`config.mk`:
```
export PLATFORM = sky130hd
export DESIGN_NAME = fp_mul_seq
export DESIGN_NICKNAME = d
export VERILOG_FILES = /design/src/rtl/fp_mul_pkg.sv /design/src/rtl/fp_mul_norm_round.sv /design/src/rtl/fp_mul_seq.sv
export SDC_FILE = /design/constraint.sdc
export NUM_CORES = 1
export LEC_CHECK = 0
export ABC_CLOCK_PERIOD_IN_PS = 6250
export CAP_MARGIN = 15
export CORE_MARGIN = 1
export CORE_UTILIZATION = 60
export CTS_CLUSTER_SIZE = 10
export DETAILED_ROUTE_END_ITERATION = 7
export GPL_ROUTABILITY_DRIVEN = 0
export PLACE_DENSITY = 0.9
export SLEW_MARGIN = 20
export SYNTH_ARGS = -nofsm -noshare
export SYNTH_HDL_FRONTEND = slang
export SYNTH_SLANG_ARGS = --single-unit
```
`constraint.sdc`:
```
create_clock -name clk -period 6.25 [get_ports clk]
set_clock_uncertainty 0.2 [all_clocks]
set_input_delay 0.625 -clock clk [delete_from_list [all_inputs] [get_ports clk]]
set_output_delay 0.625 -clock clk [all_outputs]
set_load 0.1 [all_outputs]
```
`src/rtl/fp_mul_pkg.sv`:
```
// Shared types and constants for the sequential FP multiplier.
// ROUND_NEAREST_EN selects round-to-nearest-even; undefined means truncation.
package fp_mul_pkg;

    localparam int unsigned FP_N = 23;
    localparam int unsigned FP_M = 8;

    typedef enum logic [1:0] {IDLE, MUL, NORM, DONE} state_t;

`ifdef ROUND_NEAREST_EN
    localparam bit ROUND_EN = 1'b1;
`else
    localparam bit ROUND_EN = 1'b0;
`endif

    function automatic int unsigned exp_bias(input int unsigned m);
        return (1 << (m - 1)) - 1;
    endfunction

    function automatic int unsigned exp_max(input int unsigned m);
        return (1 << m) - 1;
    endfunction

endpackage

```
`src/rtl/fp_mul_norm_round.sv`:
```
// Combinational normalise/round/range-check of the raw mantissa product.
// ROUND_NEAREST_EN adds guard/sticky round-to-nearest-even; otherwise truncates.
module fp_mul_norm_round
    import fp_mul_pkg::*;
#(
    parameter int unsigned N = FP_N,
    parameter int unsigned M = FP_M
) (
    input  logic [2*N+1:(ROUND_EN ? 0 : N)] acc_i,
    input  logic signed [M+1:0]             exp_i,
    input  logic                            sign_i,
    input  logic                            zero_i,
    output logic [N+M:0]                    c_o
);

    localparam logic signed [M+1:0] ONE_S     = 1;
    localparam logic signed [M+1:0] ZERO_S    = 0;
    localparam logic signed [M+1:0] EXP_MAX_S = (M+2)'(exp_max(M));

    logic [N-1:0]        frac;
    logic signed [M+1:0] e;
`ifdef ROUND_NEAREST_EN
    logic                guard;
    logic                sticky;
    logic [N:0]          rnd;
`endif

    always_comb begin
        frac = '0;
        e    = exp_i;
        c_o  = '0;
`ifdef ROUND_NEAREST_EN
        guard  = 1'b0;
        sticky = 1'b0;
        rnd    = '0;
`endif
        // product lies in [1,4): a set top bit means shift right by one
        if (acc_i[2*N+1]) begin
            frac = acc_i[2*N:N+1];
            e    = exp_i + ONE_S;
        end else begin
            frac = acc_i[2*N-1:N];
        end
`ifdef ROUND_NEAREST_EN
        if (acc_i[2*N+1]) begin
            guard  = acc_i[N];
            sticky = |acc_i[N-1:0];
        end else begin
            guard  = acc_i[N-1];
            sticky = |acc_i[N-2:0];
        end
        if (guard && (sticky || frac[0])) begin
            rnd  = {1'b0, frac} + (N+1)'(1);
            frac = rnd[N-1:0];
            if (rnd[N]) begin
                e = e + ONE_S;
            end
        end
`endif
        if (zero_i || (e <= ZERO_S)) begin
            c_o = {sign_i, {(N+M){1'b0}}};
        end else if (e >= EXP_MAX_S) begin
            c_o = {sign_i, {M{1'b1}}, {N{1'b0}}};
        end else begin
            c_o = {sign_i, e[M-1:0], frac};
        end
    end

endmodule

```
`src/rtl/fp_mul_seq.sv`:
```
// Sequential shift-add IEEE-754 multiplier with valid/ready on both sides.
// Rounding mode selected by ROUND_NEAREST_EN (see fp_mul_norm_round).
module fp_mul_seq
    import fp_mul_pkg::*;
#(
    parameter int unsigned N = FP_N,
    parameter int unsigned M = FP_M
) (
    input  logic         clk,
    input  logic         rst_n,
    input  logic         in_valid,
    output logic         in_ready,
    input  logic [N+M:0] a,
    input  logic [N+M:0] b,
    output logic         out_valid,
    input  logic         out_ready,
    output logic [N+M:0] c
);

    localparam int unsigned CW     = $clog2(N + 1) + 1;
    localparam int unsigned ACC_LO = ROUND_EN ? 0 : N;
    localparam logic signed [M+1:0] BIAS_S = (M+2)'(exp_bias(M));

    state_t              state_q;
    logic                sign_q;
    logic                zero_q;
    logic [2*N+1:0]      ma_q;
    logic [N:0]          mb_q;
    logic [2*N+1:0]      acc_q;
    logic [2*N+1:0]      acc_d;
    logic [CW-1:0]       count_q;
    logic signed [M+1:0] exp_q;
    logic signed [M+1:0] exp_d;
    logic                in_ready_q;
    logic                out_valid_q;
    logic [N+M:0]        c_q;
    logic [N+M:0]        c_d;

    always_comb begin
        exp_d = $signed({2'b00, a[N+M-1:N]}) + $signed({2'b00, b[N+M-1:N]}) - BIAS_S;
        acc_d = mb_q[0] ? (acc_q + ma_q) : acc_q;
    end

    fp_mul_norm_round #(.N(N), .M(M)) u_norm (
        .acc_i  (acc_q[2*N+1:ACC_LO]),
        .exp_i  (exp_q),
        .sign_i (sign_q),
        .zero_i (zero_q),
        .c_o    (c_d)
    );

    // ma_q shifts left and mb_q right each MUL cycle, equivalent to mant_a<<count gated by mant_b[count]
    always_ff @(posedge clk or negedge rst_n) begin
        if (!rst_n) begin
            state_q     <= IDLE;
            sign_q      <= 1'b0;
            zero_q      <= 1'b0;
            ma_q        <= '0;
            mb_q        <= '0;
            acc_q       <= '0;
            count_q     <= '0;
            exp_q       <= '0;
            in_ready_q  <= 1'b1;
            out_valid_q <= 1'b0;
            c_q         <= '0;
        end else begin
            case (state_q)
                IDLE: begin
                    if (in_valid) begin
                        state_q    <= MUL;
                        in_ready_q <= 1'b0;
                        sign_q     <= a[N+M] ^ b[N+M];
                        zero_q     <= (a[N+M-1:N] == '0) || (b[N+M-1:N] == '0);
                        ma_q       <= {{(N+1){1'b0}}, 1'b1, a[N-1:0]};
                        mb_q       <= {1'b1, b[N-1:0]};
                        acc_q      <= '0;
                        count_q    <= '0;
                        exp_q      <= exp_d;
                    end
                end
                MUL: begin
                    acc_q   <= acc_d;
                    ma_q    <= ma_q << 1;
                    mb_q    <= mb_q >> 1;
                    count_q <= count_q + CW'(1);
                    if (count_q == CW'(N)) begin
                        state_q <= NORM;
                    end
                end
                NORM: begin
                    c_q         <= c_d;
                    out_valid_q <= 1'b1;
                    state_q     <= DONE;
                end
                DONE: begin
                    if (out_ready) begin
                        out_valid_q <= 1'b0;
                        in_ready_q  <= 1'b1;
                        state_q     <= IDLE;
                    end
                end
                default: state_q <= IDLE;
            endcase
        end
    end

    assign in_ready  = in_ready_q;
    assign out_valid = out_valid_q;
    assign c         = c_q;

endmodule
```
## After elaboration in Yosys (flattened, before gate mapping)

Index checks and enable logic that the tools add are counted.

- Bitwise gates (word level): 1
- Reductions and logical operators: 14
- $add $sub $neg: 5
- $lt $le $gt $ge: 2
- Equal/unequal tests: 8
- Mux-type cells: 22

Operators by type and width:

| operator | count |
|---|---|
| $pmux W48 S2 | 2 |
| $mux W48 | 3 |
| $mux W31 | 2 |
| $add A48 B48 Y48 | 1 |
| $pmux W24 S2 | 1 |
| $mux W24 | 1 |
| $mux W23 | 1 |
| $logic_not A8 Y1 | 2 |
| $pmux W6 S2 | 1 |
| $add A10 B2 Y10 const B | 1 |
| $ge A10 B9 Y1 const B | 1 |
| $le A10 B1 Y1 const B | 1 |
| $mux W10 | 1 |
| $sub A9 B7 Y10 const B | 1 |
| $add A8 B8 Y9 | 1 |
| $reduce_and A3 Y1 | 3 |
| $ne A2 B2 Y1 const B | 4 |
| $pmux W2 S4 | 1 |
| $add A6 B1 Y6 const B | 1 |
| $eq A6 B5 Y1 const B | 1 |
| $mux W2 | 3 |
| $mux W6 | 1 |
| $reduce_and A2 Y1 | 3 |
| $reduce_bool A2 Y1 | 3 |
| 7 further kinds | 12 |

- Register bits after elaboration: 174
- Output and inout bits: 34
- Input port bits: 68

## Logic depth before layout (Yosys ltp)

Gate-level depths: netlist of the first run.

- Depth in word-level cells: 5
- Mapped depth: 13

## By module

From an unflattened synthesis of the first run, not the netlist that was laid out.

- Cell total of the unflattened synthesis: 1105
- Area, all modules: 10839.1 um^2

Modules (own cells, without submodules):

| module | area each (um^2) | seq. area each (um^2) | times used | cells each |
|---|---|---|---|---|
| fp_mul_seq | 9815.7 | 4355.4 | 1 | 983 |
| fp_mul_norm_round | 1023.5 | 0.0 | 1 | 122 |

## Worst setup path before layout of the first run

Ideal clock, no wire load.

- Kind: register to register
- Start point: register ma_q[0]
- End point: register acc_q[46]
- Setup slack: 3216 ps
- Stages on the path, launching flop included: 14
- Arrival time: 2705 ps
- Cells stage by stage: dfrtp_1 -> ha_1 -> fa_1 -> a211oi_1 -> o21bai_1 -> o21ai_1 -> a21oi_2 -> o2111ai_2 -> nand3_1 -> a21oi_1 -> o21ai_1 -> a41oi_1 -> xor2_1 -> o21ai_1

- Word-level cells in the longest chain between the ends: 3

RTL lines:

| item | line | RTL |
|---|---|---|
| from (decl) | fp_mul_seq.sv:27 | `logic [2*N+1:0] ma_q;` |
| from (signal assigned) | fp_mul_seq.sv:74 | `ma_q <= {{(N+1){1'b0}}, 1'b1, a[N-1:0]};` |
| from (signal assigned) | fp_mul_seq.sv:83 | `ma_q <= ma_q << 1;` |
| $add A48 B48 Y48 | fp_mul_seq.sv:41 | `acc_d = mb_q[0] ? (acc_q + ma_q) : acc_q;` |
| $mux W48 | fp_mul_seq.sv:41 |  |
| $pmux W48 S2 | fp_mul_seq.sv:67 | `case (state_q)` |
| to (signal assigned) | fp_mul_seq.sv:60 | `acc_q <= '0;` |
| to (signal assigned) | fp_mul_seq.sv:76 | `acc_q <= '0;` |
| to (signal assigned) | fp_mul_seq.sv:82 | `acc_q <= acc_d;` |
| to (decl) | fp_mul_seq.sv:29 | `logic [2*N+1:0] acc_q;` |

No other way between the ends. The select of a mux whose other input is x is not followed.
A chain may end at the register's enable or synchronous reset.

## Final worst setup path of the first run

- Start point: register state_q[1]
- End point: register acc_q[36]

- Word-level cells in the longest chain between the ends: 3
- Elaborated cells between the ends (all ways): 7
- Those cells by class: eq/ne (3); mux (1); reduce/logical (3)

RTL lines:

| item | line | RTL |
|---|---|---|
| from (decl) | fp_mul_seq.sv:24 | `state_t state_q;` |
| from (signal assigned) | fp_mul_seq.sv:55 | `state_q <= IDLE;` |
| from (signal assigned) | fp_mul_seq.sv:70 | `state_q <= MUL;` |
| from (signal assigned) | fp_mul_seq.sv:87 | `state_q <= NORM;` |
| $eq A2 B1 Y1 / $logic_not A2 Y1 (equally long branches) | fp_mul_seq.sv:67 |  |
| $ne A2 B2 Y1 (no line) / $reduce_bool A2 Y1 (equally long branches) | -- |  |
| $reduce_and A3 Y1 (no line) | -- |  |

Several ways; a longest one is shown, not always the timed one.

==> flow_metrics.tcl, run 1 <==
set metrics [dict create \
    required_ps 6430 \
    dpl_cell_area_um2 11540 \
    top_usage_layer "met2" \
    start_util_pct 62.21 \
    cts.sinks 174 \
    cts_hold_buffers 0 \
    cts.path.max_buffers 2 \
    start_kind "register" \
    synth_area_leaders "dfrtp_1 42%, ha_1 8.3%, mux2i_1 6.8%, o21ai_0 5.8%, nand2_1 5.2%" \
    cts.reportedPaths.clkPinSlew_ps 70 \
    ctsRootBufferMaster "clkbuf_16" \
    grt_pass1_wl_um 41010 \
    postCtsSetupBuffers 0 \
    finalWirelength_um 23760 \
    synth_top_area_share_pct 41.52 \
    vdd_drop_max_mv 0.3721 \
    area_delta_synth_final_pct 16.76 \
    cp-end-kind "register" \
    antennaDiodeCount 0 \
    drc 0 \
    design_area_um2 12170 \
    async_reset_ff_share_pct 100.0 \
    setup_ws_ps 2525 \
    synth.distinct_cells 83 \
    grt_max_degree 118 \
    grt_util_met2_pct 47.21 \
    status "complete, no violations" \
    portBuffers 101 \
    pre_cts_ws_ps 2739 \
    worstMarginPinSlew_ps 972.5 \
    die_y_um 133.8 \
    ant_nets 0 \
    dieWidth_um 133.8 \
    synth_edf_count 0 \
    nets 1279 \
    worstPathMaxFanout 51 \
    critPathKind "register to register" \
    netlist_area_um2 10430 \
    hp-class "input port to async pin" \
    post-route-period-util_pct 59.61 \
    ios 102 \
    ctsHtreeMaxLevel 4 \
    seq_area_frac_synth_pct 41.77 \
    met1_usage_pct 37.42 \
    cts_buffers 17 \
    max_slew_margin_pct 34.96 \
    finalSetupViolCount 0 \
    layout-drive-gt1-share_pct 7.112 \
    yosys_warnings 0 \
    final_util_pct 72.64 \
    rsz0062_at_grt "no" \
    synth_seq_cells 174 \
    synth_cells 1067 \
    die-area_um2 17910 \
    clk_latency_ps 440 \
    wire_per_inst_um 17.30 \
    slew_violations 0 \
    grt_pass1_vias 8585 \
    core_um2 16760 \
    antenna_found_initial 0 \
    fin_tns_setup_ps 0 \
    use_met3_pct 4.611 \
    hpwl_um 15990 \
    synth_top_area_cell "dfrtp_1" \
    worstPathArrival_ps 3900 \
    grt_remaining_overflow 0 \
    period_needed_ps 3725 \
    grt_usage_pct 28.46 \
    p_leak_nw 5.582 \
    tritoncts "built" \
    synth_area_per_cell_um2 9.772 \
    dp_cells 1340 \
    vias 8451 \
    fmax_ghz 0.2684 \
    syn_nets 1206 \
    vias_per_cell 6.155 \
    synthFlopType "dfrtp_1" \
    whs_ps 43.82 \
    hold_violations 0 \
    fillerInstances 1193 \
    first_pass_iters 5 \
    rows 47 \
    power_density_nw_per_um2 550.5 \
    max-cap-violations 0 \
    power.total_mw 6.702 \
    cts-resized-gates 0 \
    initialDrtViolationCount 609 \
    final_cells 1373 \
]
cells in the final DEF, fill, tap and decap left out, drive strengths merged, types with 5 or more instances in the layout:
cell and instances:
nand2 144, clkinvlp 5, clkdlybuf4s50 100, a22o 34, xnor2 32, and2 7
dfrtp 173, nor2b 6, nand3 14, ha 69, inv 29, mux2i 71
o21bai 8, a31oi 5, nand2b 9, clkbuf 19, o2bb2ai 23, nand4 13
o21ai 139, nor2 27, a21o 40, a211oi 8, buf 9, a21oi 57
and3 6, xor2 30, nor3 12
final timing paths:
check | slack, ps | cells past startpoint | endpoint | start
setup / recovery | 2520 | 10 | acc_q[36] | state_q[1]
setup reg to reg | 2520 | 10 | acc_q[36] | state_q[1]
hold / removal | 40 | 1 | acc_q[37] | rst_n
hold reg to reg | 290 | 2 | mb_q[16] | mb_q[16]
max in group asynchronous | 4650 | 2 | count_q[4] | rst_n
min in group clk | 290 | 2 | mb_q[16] | mb_q[16]
cells in the mapped netlist (16+ instances only):
cell type and count:
dfrtp_1 173, clkbuf_1 32, a21oi_1 49, nor2_1 26
a21o_1 37, o21ai_0 121, mux2i_1 71, o2bb2ai_1 23
ha_1 69, xnor2_1 32, nand2_1 144, xor2_1 30
inv_1 25, a22o_1 34, o21ai_1 16
sequential cells by signal, indices dropped and copies added (netlist names):
register / flops
c: 32
exp_q: 10
zero_q: 1
sign_q: 1
out_valid: 1
count_q: 6
in_ready: 1
mb_q: 24
ma_q: 48
state_q: 2
acc_q: 48
metal layers:
layer / vias up / share of wire [%]
met2: 257 / 48
met3: 46 / 4.8
li1: 4023 / -
met1: 4125 / 45
met4: 0 / 2.4
met5: - / 0
critical path, stage by stage (launching register included):
cell,delay (ps)
dfrtp_1,410
inv_1,110
ha_2,180
buf_4,610
and2_1,240
buf_4,350
nand2_1,470
buf_4,400
nor3b_1,370
mux2i_1,160
nand3_1,110
kinds of logic after synthesis:
kind of cell | share of synthesized area [%]
mux | 7.248
xor+xnor | 5.208
simple gates | 11.70
fa+ha+maj | 8.664
compound gates | 22.06
buf+inv | 3.348
flops | 41.77
cell type report:
type | instances | area [um^2] | area share (%)
timing repair buffer | 109 | 1092 | 8.972
inverter | 27 | 101.3 | 0.8325
clock buffer | 19 | 442.9 | 3.638
clock inverter | 13 | 163.9 | 1.346
sequential | 174 | 4355 | 35.78
tap | 220 | 275.3 | 2.261
multi-input combinational | 811 | 5743 | 47.17
report_power, final:
part / switching (mW) / internal (mW)
combinational: 2.32 / 1.25
clock: 0.465 / 0.641
sequential: 0.417 / 1.60
Power figures use the tool's default switching activity.
==> run 2: changes to the inputs <==
--- a/config.mk
+++ b/config.mk
@@ -5,14 +5,14 @@
 export SDC_FILE = /design/constraint.sdc
 export NUM_CORES = 1
 export LEC_CHECK = 0
-export ABC_CLOCK_PERIOD_IN_PS = 6250
+export ABC_CLOCK_PERIOD_IN_PS = 3000
 export CAP_MARGIN = 15
 export CORE_MARGIN = 1
-export CORE_UTILIZATION = 60
+export CORE_UTILIZATION = 53
 export CTS_CLUSTER_SIZE = 10
 export DETAILED_ROUTE_END_ITERATION = 7
 export GPL_ROUTABILITY_DRIVEN = 0
-export PLACE_DENSITY = 0.9
+export PLACE_DENSITY = 0.85
 export SLEW_MARGIN = 20
 export SYNTH_ARGS = -nofsm -noshare
 export SYNTH_HDL_FRONTEND = slang
==> constraint.sdc (replaced) <==
create_clock -name clk -period 3 [get_ports clk]
set_clock_uncertainty 0.2 [all_clocks]
set_input_delay 0.3 -clock clk [delete_from_list [all_inputs] [get_ports clk]]
set_output_delay 0.3 -clock clk [all_outputs]
set_load 0.1 [all_outputs]
==> run 2 against run 1 <==
  * The run now ends with setup timing left
  * Die area grew 13%
  * Final area rose by 6.3%
  * Count of clock-buffer cells in the layout is 1 lower
  * Power rose by 120%
  * Critical endpoint is now acc_q[45]
  * Largest power group unchanged
  * Highest routed layer unchanged
==> flow_metrics.tcl, run 2 (synthesis gave the netlist of run 1 again) <==
set metrics [dict create \
    fmax_ghz 0.3198 \
    power.total_mw 14.81 \
    area_delta_synth_final_pct 24.13 \
    reg2reg_depth 12 \
    first_pass_iters 5 \
    pre_cts_ws_ps -125.5 \
    required_ps 3090 \
    die-area_um2 20240 \
    tritoncts "built" \
    path_common_cell "o21ai_1" \
    vias_per_cell 5.838 \
    wire_per_inst_um 16.99 \
    grt_util_met2_pct 41.49 \
    finalSetupViolCount 11 \
    met1_usage_pct 33.36 \
    layout-drive-gt1-share_pct 18.13 \
    final_common_cell "dfrtp_1" \
    ctsRootBufferMaster "clkbuf_16" \
    dieWidth_um 142.3 \
    initialDrtViolationCount 615 \
    cp_cell_sequence "ha_4 -> a21oi_4 -> o21ai_1 -> a311oi_2 -> o211ai_2 -> a211oi_2 -> nand3_2 -> a31o_1 -> a21o_1 -> a21oi_2 -> xor2_1 -> o21ai_1" \
    use_met3_pct 4.172 \
    vias 8634 \
    ctsHtreeMaxLevel 4 \
    final_util_pct 68.05 \
    grt_pass1_wl_um 40680 \
    die_y_um 142.3 \
    grt_max_degree 64 \
    violations "setup timing" \
    r2r_slack_ps -130 \
    worstPathArrival_ps 3220 \
    p_leak_nw 5.984 \
    fillerInstances 1429 \
    whs_ps 204.4 \
    start_util_pct 54.82 \
    slew_violations 0 \
    drc 0 \
    nets 1345 \
    worstMarginPinSlew_ps 914.4 \
    max-cap-violations 0 \
    cts_buffers 17 \
    rsz0062_at_grt "yes" \
    start_kind "register" \
    post-route-period-util_pct 104.2 \
    critPathKind "register to register" \
    hp-class "input port to async pin" \
    top_usage_layer "met2" \
    portBuffers 101 \
    max_slew_margin_pct 38.39 \
    core_um2 19020 \
    setup_ws_ps -127.0 \
    grt_pass1_vias 8515 \
    finalWirelength_um 25130 \
    period_needed_ps 3127 \
    antennaDiodeCount 0 \
    hpwl_um 16950 \
    cts.sinks 174 \
    cts.reportedPaths.clkPinSlew_ps 60 \
    worstPathMaxFanout 4 \
    clk_latency_ps 440 \
    max_stage_delay_ps 420 \
    grt_remaining_overflow 0 \
    antenna_found_initial 0 \
    rows 50 \
    status "finished with violations" \
    vdd_drop_max_mv 0.5245 \
    ant_nets 0 \
    grt_usage_pct 25.09 \
    power_density_nw_per_um2 1144 \
    hold_violations 0 \
    cp-end-kind "register" \
    final_cell_mix "172 x dfrtp_1, 142 x nand2_1, 119 x o21ai_0" \
    ios 102 \
    cts.path.max_buffers 2 \
    crit_path_top_delay_cell "dfrtp_1" \
]
-- run 2: per-layer routing --
layer / routed length, um / part of all wire, %
met1: 11430 / 45
met3: 980 / 3.9
met4: 473 / 1.9
met5: 0 / 0
met2: 12250 / 49
-- run 2: what timing repair did --
item / in CTS / in global routing
resized for setup: 17 / 30
cloned: 0 / 0
buffers inserted: 10 / 7
pin swaps: 17 / 24
hold buffers: 1 / 0
setup endpoints to repair: 9 / 24
endpoints found under the hold margin: 53 / 0
-- run 2: cell type report --
| type | instances | area, um^2 | share of cell area [%] |
|---|---|---|---|
| multi-input combinational | 811 | 6022 | 46.53 |
| sequential | 174 | 4357 | 33.66 |
| timing repair buffer | 175 | 1526 | 11.79 |
| clock buffer | 18 | 429.2 | 3.316 |
| tap | 260 | 325.3 | 2.514 |
| clock inverter | 14 | 181.4 | 1.402 |
| inverter | 27 | 101.3 | 0.7831 |
-- run 2: final timing paths --
check	start	end
setup reg to reg	ma_q[12]	acc_q[45]
min in group clk	a[4]	ma_q[4]
hold reg to reg	sign_q	sign_q
max in group asynchronous	rst_n	ma_q[17]
setup / recovery	ma_q[12]	acc_q[45]
hold / removal	rst_n	ma_q[10]
-- run 2: metrics by stage --
step	TNS (ps)	instances	instance area (um^2)
after global placement	-164.5	1429	11920
after global routing	-3249	1479	12940
after CTS	-512.8	1472	12690
after floorplan	0	1067	10440
after detailed placement	-609.1	1429	11920
final	-595.8	1479	12940
-- run 2: power breakdown --
| part | internal [mW] | leakage (nW) | switching [mW] |
|---|---|---|---|
| Clock | 1.33 | 0.296 | 1.00 |
| Sequential | 3.34 | 2.27 | 0.914 |
| Combinational | 3.13 | 3.41 | 5.10 |
| Total | 7.79 | 5.98 | 7.02 |
-- run 2: critical path: cells and delay by family (launching register included) --
family / cells / cell delay, ps
simple gates: 1 / 120
fa+ha+maj: 1 / 280
flops: 1 / 420
xor+xnor: 1 / 170
compound gates: 9 / 1800
==> run 3: changes to the inputs <==
--- a/config.mk
+++ b/config.mk
@@ -13,6 +13,7 @@
 export DETAILED_ROUTE_END_ITERATION = 7
 export GPL_ROUTABILITY_DRIVEN = 0
 export PLACE_DENSITY = 0.85
+export SKIP_LAST_GASP = 1
 export SLEW_MARGIN = 20
 export SYNTH_ARGS = -nofsm -noshare
 export SYNTH_HDL_FRONTEND = slang
==> run 3 against run 2 <==
  * Non-clock buffer count down 2
  * Global-route usage down 0.089 points
  * Utilization down 0.30 points
  * Wire length down 1.1%
  * Final cell count down 0.14%
  * The flow still finishes with violations (setup timing)
  * Count of clock-buffer cells in the layout unchanged
==> flow_metrics.tcl, run 3 (synthesis gave the netlist of run 1 again) <==
set metrics [dict create \
    final_common_cell "dfrtp_1" \
    finalSetupViolCount 10 \
    ctsHtreeMaxLevel 4 \
    area_delta_synth_final_pct 23.59 \
    cts.path.max_buffers 2 \
    cts.reportedPaths.clkPinSlew_ps 70 \
    antennaDiodeCount 0 \
    clock_power_share_pct 15.8 \
    setup_ws_ps -234.1 \
    pre_cts_ws_ps -125.5 \
    dieWidth_um 142.3 \
    dp_cells 1429 \
    whs_ps 198.2 \
    max-cap-violations 0 \
    power_frac_seq_pct 28.8 \
    core_um2 19020 \
    crit_buf_inv 2 \
    cp_top_family "compound AO/OA/AOI/OAI gates" \
    ant_nets 0 \
    die-area_um2 20240 \
    vias_per_cell 5.860 \
    post-route-period-util_pct 107.8 \
    power_density_nw_per_um2 1140 \
    die_y_um 142.3 \
    ios 102 \
    p_leak_nw 5.977 \
    grt_max_degree 64 \
    grt_usage_pct 25.01 \
    first_pass_iters 5 \
    vias 8655 \
    grt_pass1_wl_um 40610 \
    slew_violations 0 \
    vdd_drop_max_mv 0.5631 \
    violations "setup timing" \
    crit_path_top_delay_cell "dfrtp_1" \
    power.total_mw 14.69 \
    rsz0062_at_grt "yes" \
    portBuffers 101 \
    drc 0 \
    ctsRootBufferMaster "clkbuf_16" \
    fillerInstances 1448 \
    worstPathMaxFanout 2 \
    max_slew_margin_pct 40.09 \
    finalWirelength_um 24850 \
    cp-end-kind "register" \
    rows 50 \
    final_cell_mix "172 x dfrtp_1, 142 x nand2_1, 119 x o21ai_0" \
    initialDrtViolationCount 597 \
    max_stage_delay_ps 430 \
    period_needed_ps 3234 \
    r2r_slack_ps -230 \
    hpwl_um 16950 \
    intPower_mw 7.720 \
    timing.rr.end "acc_q[18]" \
    start_kind "register" \
    wire_per_inst_um 16.82 \
    clk_latency_ps 440 \
    cp_cell_sequence "buf_4 -> fa_2 -> a211oi_2 -> o21bai_1 -> o21ai_2 -> a21oi_4 -> buf_4 -> o21ai_2 -> nand2b_1 -> a21o_1 -> a21o_1 -> a21oi_2 -> xor2_1 -> o21ai_0" \
    switching_share_pct 47.44 \
    critPathKind "register to register" \
    reg2reg_depth 14 \
    hp-class "input port to async pin" \
    cts.sinks 174 \
    nets 1343 \
    antenna_found_initial 0 \
    required_ps 3100 \
    power_frac_comb_pct 55.3 \
    grt_pass1_vias 8518 \
    tritoncts "built" \
    layout-drive-gt1-share_pct 17.83 \
    worstPathArrival_ps 3330 \
    start_util_pct 54.82 \
    status "finished with violations" \
    p_sw_mw 6.967 \
    cts_buffers 17 \
    hold_violations 0 \
    worstMarginPinSlew_ps 889.2 \
    final_cells 1477 \
    fmax_ghz 0.3092 \
    r2r_start "ma_q[1]" \
    grt_remaining_overflow 0 \
]
==> run 3: worst max path at each step <==
| stage | from | endpoint | slack (ps) | cells after the start |
|---|---|---|---|---|
| after floorplan | ma_q[0] | acc_q[46] | 20 | 13 |
| after global placement | ma_q[0] | acc_q[36] | -80 | 13 |
| after detailed placement | ma_q[0] | acc_q[46] | -130 | 13 |
| after CTS | ma_q[0] | acc_q[45] | -120 | 13 |
| after global routing | ma_q[17] | acc_q[45] | -340 | 12 |
| final | ma_q[1] | acc_q[18] | -230 | 14 |
==> run 3: per-layer routing <==
metal | wire length (um) | global-route usage [%]
met1 | 11200 | 33.21
met2 | 12010 | 41.54
met3 | 1058 | 4.172
met4 | 575 | 8.376
met5 | 0 | 0
==> run 3: power groups by stage <==
| stage | sequential, mW | clock, mW | combinational, mW |
|---|---|---|---|
| 4_1_cts | 4.17 | 2.34 | 7.82 |
| 3_3_place_gp | 4.15 | 0 | 7.45 |
| 3_5_place_dp | 4.20 | 0 | 7.68 |
| 6_report | 4.24 | 2.32 | 8.13 |
| 5_1_grt | 4.35 | 2.44 | 8.82 |
| 2_1_floorplan | 5.32 | 0 | 4.53 |
==> run 3: timing repair <==
item / in CTS / in global routing
pin swaps: 16 / 18
hold buffers: 1 / 0
buffers inserted: 10 / 5
setup endpoints to repair: 9 / 24
resized for setup: 13 / 31
cloned: 0 / 0
hold endpoints to repair: 53 / 0
==> run 3: layout make-up <==
class / instances / area [um^2] / area share (%)
Multi-Input combinational cell: 811 / 5981 / 46.41
Sequential cell: 174 / 4357 / 33.81
Timing Repair Buffer: 173 / 1511 / 11.73
Clock buffer: 18 / 429.2 / 3.330
Tap cell: 260 / 325.3 / 2.525
Clock inverter: 14 / 181.4 / 1.408
Inverter: 27 / 101.3 / 0.7865
==> run 3: per-stage QoR <==
stage | TNS, ps | cell area, um^2 | util [%]
2_1_floorplan | 0 | 10440 | -
3_3_place_gp | -164.5 | 11920 | 62.68
3_5_place_dp | -609.1 | 11920 | 62.68
4_1_cts | -577.0 | 12680 | 66.67
5_1_grt | -3379 | 12890 | 67.76
6_report | -868.9 | 12890 | 67.76
==> edit 1: new RTL, settings of run 3 <==
`FP_M`: 8 -> 16.
--- a/src/rtl/fp_mul_pkg.sv
+++ b/src/rtl/fp_mul_pkg.sv
@@ -3,7 +3,7 @@
 package fp_mul_pkg;
 
     localparam int unsigned FP_N = 23;
-    localparam int unsigned FP_M = 8;
+    localparam int unsigned FP_M = 16;
 
     typedef enum logic [1:0] {IDLE, MUL, NORM, DONE} state_t;
 
Ports: changed (resized a, b and c); port bits go from 102 to 126. No check against the original RTL was run, so the function may have changed too.
==> edit 1 against run 3 <==
- the run still ends with negative setup slack left
- via count is 25% higher
- sequential cell count is 16 higher
- synthesized area is 14% higher
- routed wire length is 30% higher
- design area is 19% higher
- setup slack worse by 0.057 ns
- count of clock-buffer cells in the layout stayed put
Power is not compared: it rests on default switching activity, and its combinational part moved more than twofold at a synthesized area within 25%.
==> edit 1: results (changes against run 3) <==
stage,metric,value,unit,change
status,status,"finished, violations left",,
status,violated checks,negative setup slack,,
global_route,M1 GR Usage,35.7,%,+2.5 points
global_route,initial antenna violation count,0,,unchanged
cells_and_area,share of layout cells above drive strength 1,20.7,%,+2.9 points
synth,yosys warns,0,,unchanged
cts,CTS H-tree depth,4,,unchanged
placed_design,DP Area,14100,um2,+18%
global_route,Global Route met3 Usage,5.42,%,+1.2 points
setup_path,CP Data Arrival Time,3.42,ns,+0.09 ns
synth,ys async rst share,100,%,unchanged
pwr,Pleak,7.02,nW,
cts,CTS root buffer,clkbuf_16,,
synth,"Seq/Total Area, Yosys",40.2,%,-1.6 points
synth,Synth top area share,39.9,%,-1.6 points
cts,Worst-path clk slew,0.08,ns,
placed_design,DP Wirelength,21600,um,+27%
synth,synth cell count leaders,"dfrtp_1 (189), nand2_1 (149), o21ai_0 (140), ha_1 (85), inv_1 (80)",,
synth,Synthesized Nets,1458,,+21%
routing,via count,10900,,+25%
placed_design,Port-buffer cells,125,,+24%
sta,Setup WS post-layout,-0.291,ns,-0.0572 ns
pwr,worst vdd ir,0.506,mV,
worst_hold_path,worst min-delay path class,input port to async pin,,
sta,Final TNS setup,-2.96,ns,-2.09 ns
placed_design,dpl ws,-0.750,ns,-0.625 ns
synth,Netlist cell types,73,,-12%
global_route,first-pass GRT wire length,52400,um,+29%
setup_path,peak fanout along the critical path,2,,unchanged
global_route,Total GRT Usage,28.8,%,+3.8 points
routing,Routed Wire Length,32300,um,+30%
sta,Slew Limit Headroom,45.1,%,+5.1 points
cells_and_area,Layout fillers,1565,,+8.1%
global_route,pin count of the biggest net entering global routing,78,,+22%
routing,drt first-iter violations,772,,+29%
global_route,met2 Use GR,49.0,%,+7.5 points
cts,total CTS buffers,17,,unchanged
cells_and_area,NumNets Final,1692,,+26%
cts,worst skew pair latency,0.45,ns,
sta,Final setup viols,40,,+30
synth,Synth area leaders,"dfrtp_1 (40%), ha_1 (9.0%), mux2i_1 (5.9%), o21ai_0 (5.9%), nand2_1 (4.7%)",,
## edit 1: cell count changes after synthesis, sizes merged, moves of 11 or more
cell	before	now
nor2	27	56
a21oi	57	69
inv	27	80
o22ai	3	39
ha	69	85
clkbuf	34	50
o2bb2ai	23	1
a21o	40	29
dfrtp	173	189
## edit 1: critical path, cell delays in order, from the launching register on
cell	delay [ns]
dfrtp_1	0.39
ha_2	0.21
inv_2	0.06
fa_2	0.21
nor2b_2	0.05
o31a_1	0.25
o31a_1	0.28
a21oi_2	0.22
buf_4	0.14
buf_4	0.10
buf_4	0.12
o21ai_1	0.09
a21oi_2	0.24
o221ai_2	0.15
a21oi_2	0.16
xor2_1	0.20
o21ai_0	0.09
## edit 1: cell families (layout without fill, tap and decap cells)
logic type / Yosys count / after routing / synth area share, %
flops: 190 / 190 / 40.2
simple gates: 336 / 336 / 13.5
mux: 76 / 76 / 6.49
fa+ha+maj: 87 / 87 / 9.32
xor+xnor: 69 / 69 / 5.10
buf+inv: 148 / 395 / 5.06
compound gates: 381 / 381 / 20.3
## edit 1: per-stage QoR
step / hold WS, ns / std cells
after floorplan: -0.196 / 1287
after global placement: 0.140 / 1751
after detailed placement: 0.147 / 1751
after CTS: 0.236 / 1809
after global routing: 0.250 / 1814
final: 0.209 / 1814
## edit 1: what timing repair did
| action | 4_1_cts | 5_1_grt |
|---|---|---|
| pin swaps | 50 | 30 |
| buffers inserted | 27 | 6 |
| hold buffers | 1 | 0 |
| setup endpoints to repair | 62 | 72 |
| hold endpoints to repair | 67 | 0 |
| resized for setup | 56 | 39 |
## edit 1: layout make-up
class / count / area (um2) / share of cell area [%]
clock buffers: 18 / 429 / 2.81
well taps: 280 / 350 / 2.29
flip-flops and latches: 190 / 4760 / 31.1
clock inverters: 14 / 159 / 1.04
inverters: 80 / 300 / 1.96
repair buffers: 283 / 2380 / 15.6
multi-input cells: 949 / 6910 / 45.2
## edit 1: report_power, final
group          total (mW)  internal, mW  switching, mW
sequential           3.25          2.94          0.309
clock                2.33          1.25           1.09
combinational        3.64          1.27           2.37
## edit 1: worst paths after layout
check / start / endpoint / slack, ns / cells past startpoint
min in group clk: a[23] / exp_q[0] / 0.23 / 4
max in group asynchronous: rst_n / mb_q[23] / 1.53 / 3
hold reg to reg: mb_q[1] / mb_q[1] / 0.28 / 2
setup reg to reg: ma_q[0] / acc_q[20] / -0.29 / 16
setup / recovery: ma_q[0] / acc_q[20] / -0.29 / 16
hold / removal: rst_n / c[5] / 0.21 / 2
## edit 1: per-layer routing
layer  vias to the layer above  share of wire, %
met3                       114               6.3
li1                       5078                 -
met4                         0               3.4
met5                         -                 0
met1                      5197                42
met2                       472                48
==> edit 2: new RTL, flow settings as in run 3 <==
Made on the original files. Encoding of `state_t`: now one-hot (4 bits for 4 states).
--- a/src/rtl/fp_mul_pkg.sv
+++ b/src/rtl/fp_mul_pkg.sv
@@ -5,7 +5,7 @@
     localparam int unsigned FP_N = 23;
     localparam int unsigned FP_M = 8;
 
-    typedef enum logic [1:0] {IDLE, MUL, NORM, DONE} state_t;
+    typedef enum logic [3:0] {IDLE = 4'b0001, MUL = 4'b0010, NORM = 4'b0100, DONE = 4'b1000} state_t;
 
 `ifdef ROUND_NEAREST_EN
     localparam bit ROUND_EN = 1'b1;
Check against the original RTL: no difference found for any inputs over 10 cycles, from zero or initial values and one cycle with rst_n low; not proved beyond that.
==> edit 2 against run 3 <==
- the flow still finishes with violations (negative setup slack)
- critical path type unchanged
- synthesized area shrank 0.76%
- synthesized cell count rose by 12%
- sequential power shrank 15%
- sequential cell count is 2 higher
- routed wire length up 11%
- power decreased by 26%
- setup slack better by 0.070 ns
- design area increased by 1.0%
==> edit 2: results (changes against run 3) <==
stage,metric,value,unit,change
global_route,Global Route met3 Usage,4.49,%,+0.32 points
sta,Setup WS post-layout,-0.164,ns,+0.0702 ns
synth,synth cell count leaders,"nand2_1 (268), dfrtp_1 (174), o21ai_0 (104), nor2_1 (94), a21oi_1 (66)",,
routing,met2 WL post-DR,13800,um,+15%
pwr,worst vdd ir,0.561,mV,-0.46%
setup_path,crit start category,flop,,
status,violated checks,negative setup slack,,
setup_path,worst reg-to-reg path cell count,11,,-3
global_route,pin count of the biggest net entering global routing,74,,+16%
synth,Netlist cell types,62,,-25%
setup_path,FF-to-FF Start,acc_q[0],,
status,status,"finished, violations left",,
setup_path,peak fanout along the critical path,3,,+1
sta,worst slew pin tran,0.767,ns,-0.122 ns
global_route,Total GRT Usage,27.6,%,+2.6 points
setup_path,CP Data Arrival Time,3.29,ns,-0.04 ns
global_route,M1 GR Usage,34.7,%,+1.5 points
worst_hold_path,worst min-delay path class,input port to async pin,,
placed_design,DP Area,12000,um2,+0.73%
synth,"Seq/Total Area, Yosys",42.6,%,+0.81 points
global_route,met2 Use GR,47.4,%,+5.8 points
routing,WL met3,1520,um,+44%
cells_and_area,share of layout cells above drive strength 1,15.9,%,-1.9 points
routing,Vias/cell,5.93,,+1.2%
sta,Final setup viols,4,,-6
pwr,Net Sw Power,4.44,mW,-36%
routing,Routed Wire Length,27500,um,+11%
cells_and_area,Layout fillers,1390,,-4.0%
routing,DRT met1 WL,11400,um,+2.1%
sta,Hold WS,0.182,ns,-0.0159 ns
global_route,first-pass GRT wire length,44700,um,+10%
setup_path,"Slowest-stage cell, CP",or4_1,,
routing,drt first-iter violations,780,,+31%
pwr,Pleak,6.01,nW,+0.50%
setup_path,"slowest stage delay, CP",0.40,ns,-0.03 ns
synth,Synth area leaders,"dfrtp_1 (42%), nand2_1 (9.7%), ha_1 (7.7%), o21ai_0 (5.0%), nor2_1 (3.4%)",,
cells_and_area,NumNets Final,1482,,+10%
setup_path,r2r endpoint,acc_q[46],,
placed_design,DP Wirelength,18100,um,+7.0%
## edit 2: cell types whose count changed after synthesis, sizes merged, moves of 8 or more
cell     delta
a21o       -21
a21oi      +11
a22o       -20
a31oi      +37
buf        -13
clkbuf     +24
mux2i      -46
nand2     +124
nand3      +27
nor2       +67
o21ai      -33
o22ai       +8
o2bb2ai    -23
## edit 2: power groups by stage
stage	sequential (mW)	combinational (mW)	clock, mW
after floorplan	3.36	3.07	0
after global placement	3.50	4.19	0
after detailed placement	3.54	4.33	0
after CTS	3.54	4.55	2.37
after global routing	3.65	5.40	2.47
final	3.59	4.95	2.35
## edit 2: cells by family after synthesis
kind of cell	share of synthesized area [%]
simple gates	19.5
compound gates	18.8
flops	42.6
buf+inv	3.25
fa+ha+maj	8.13
xor+xnor	5.16
mux	2.53
## edit 2: through the flow
| step | TNS (ns) | std cells | setup WS (ns) |
|---|---|---|---|
| finish | -0.360 | 1621 | -0.164 |
| CTS | -0.321 | 1609 | -0.141 |
| global placement | -0.223 | 1573 | -0.142 |
| floorplan | -0.0600 | 1199 | -0.0600 |
| detailed placement | -1.08 | 1573 | -0.234 |
| global route | -3.33 | 1621 | -0.283 |
## edit 2: timing repair
action | in CTS | in global routing
cloned | 0 | 0
buffers inserted | 3 | 12
hold endpoints to repair | 51 | 0
pin swaps | 8 | 25
gates resized for setup | 16 | 32
setup endpoints to repair | 17 | 42
hold buffers | 1 | 0
## edit 2: cell type report
class                           instances  area (um2)  area share, %
Clock buffer                           19         443           3.40
Clock inverter                         13         174           1.34
Inverter                               23        86.3          0.663
Multi-Input combinational cell        935        5890           45.3
Sequential cell                       176        4410           33.9
Tap cell                              260         325           2.50
Timing Repair Buffer                  195        1690           13.0
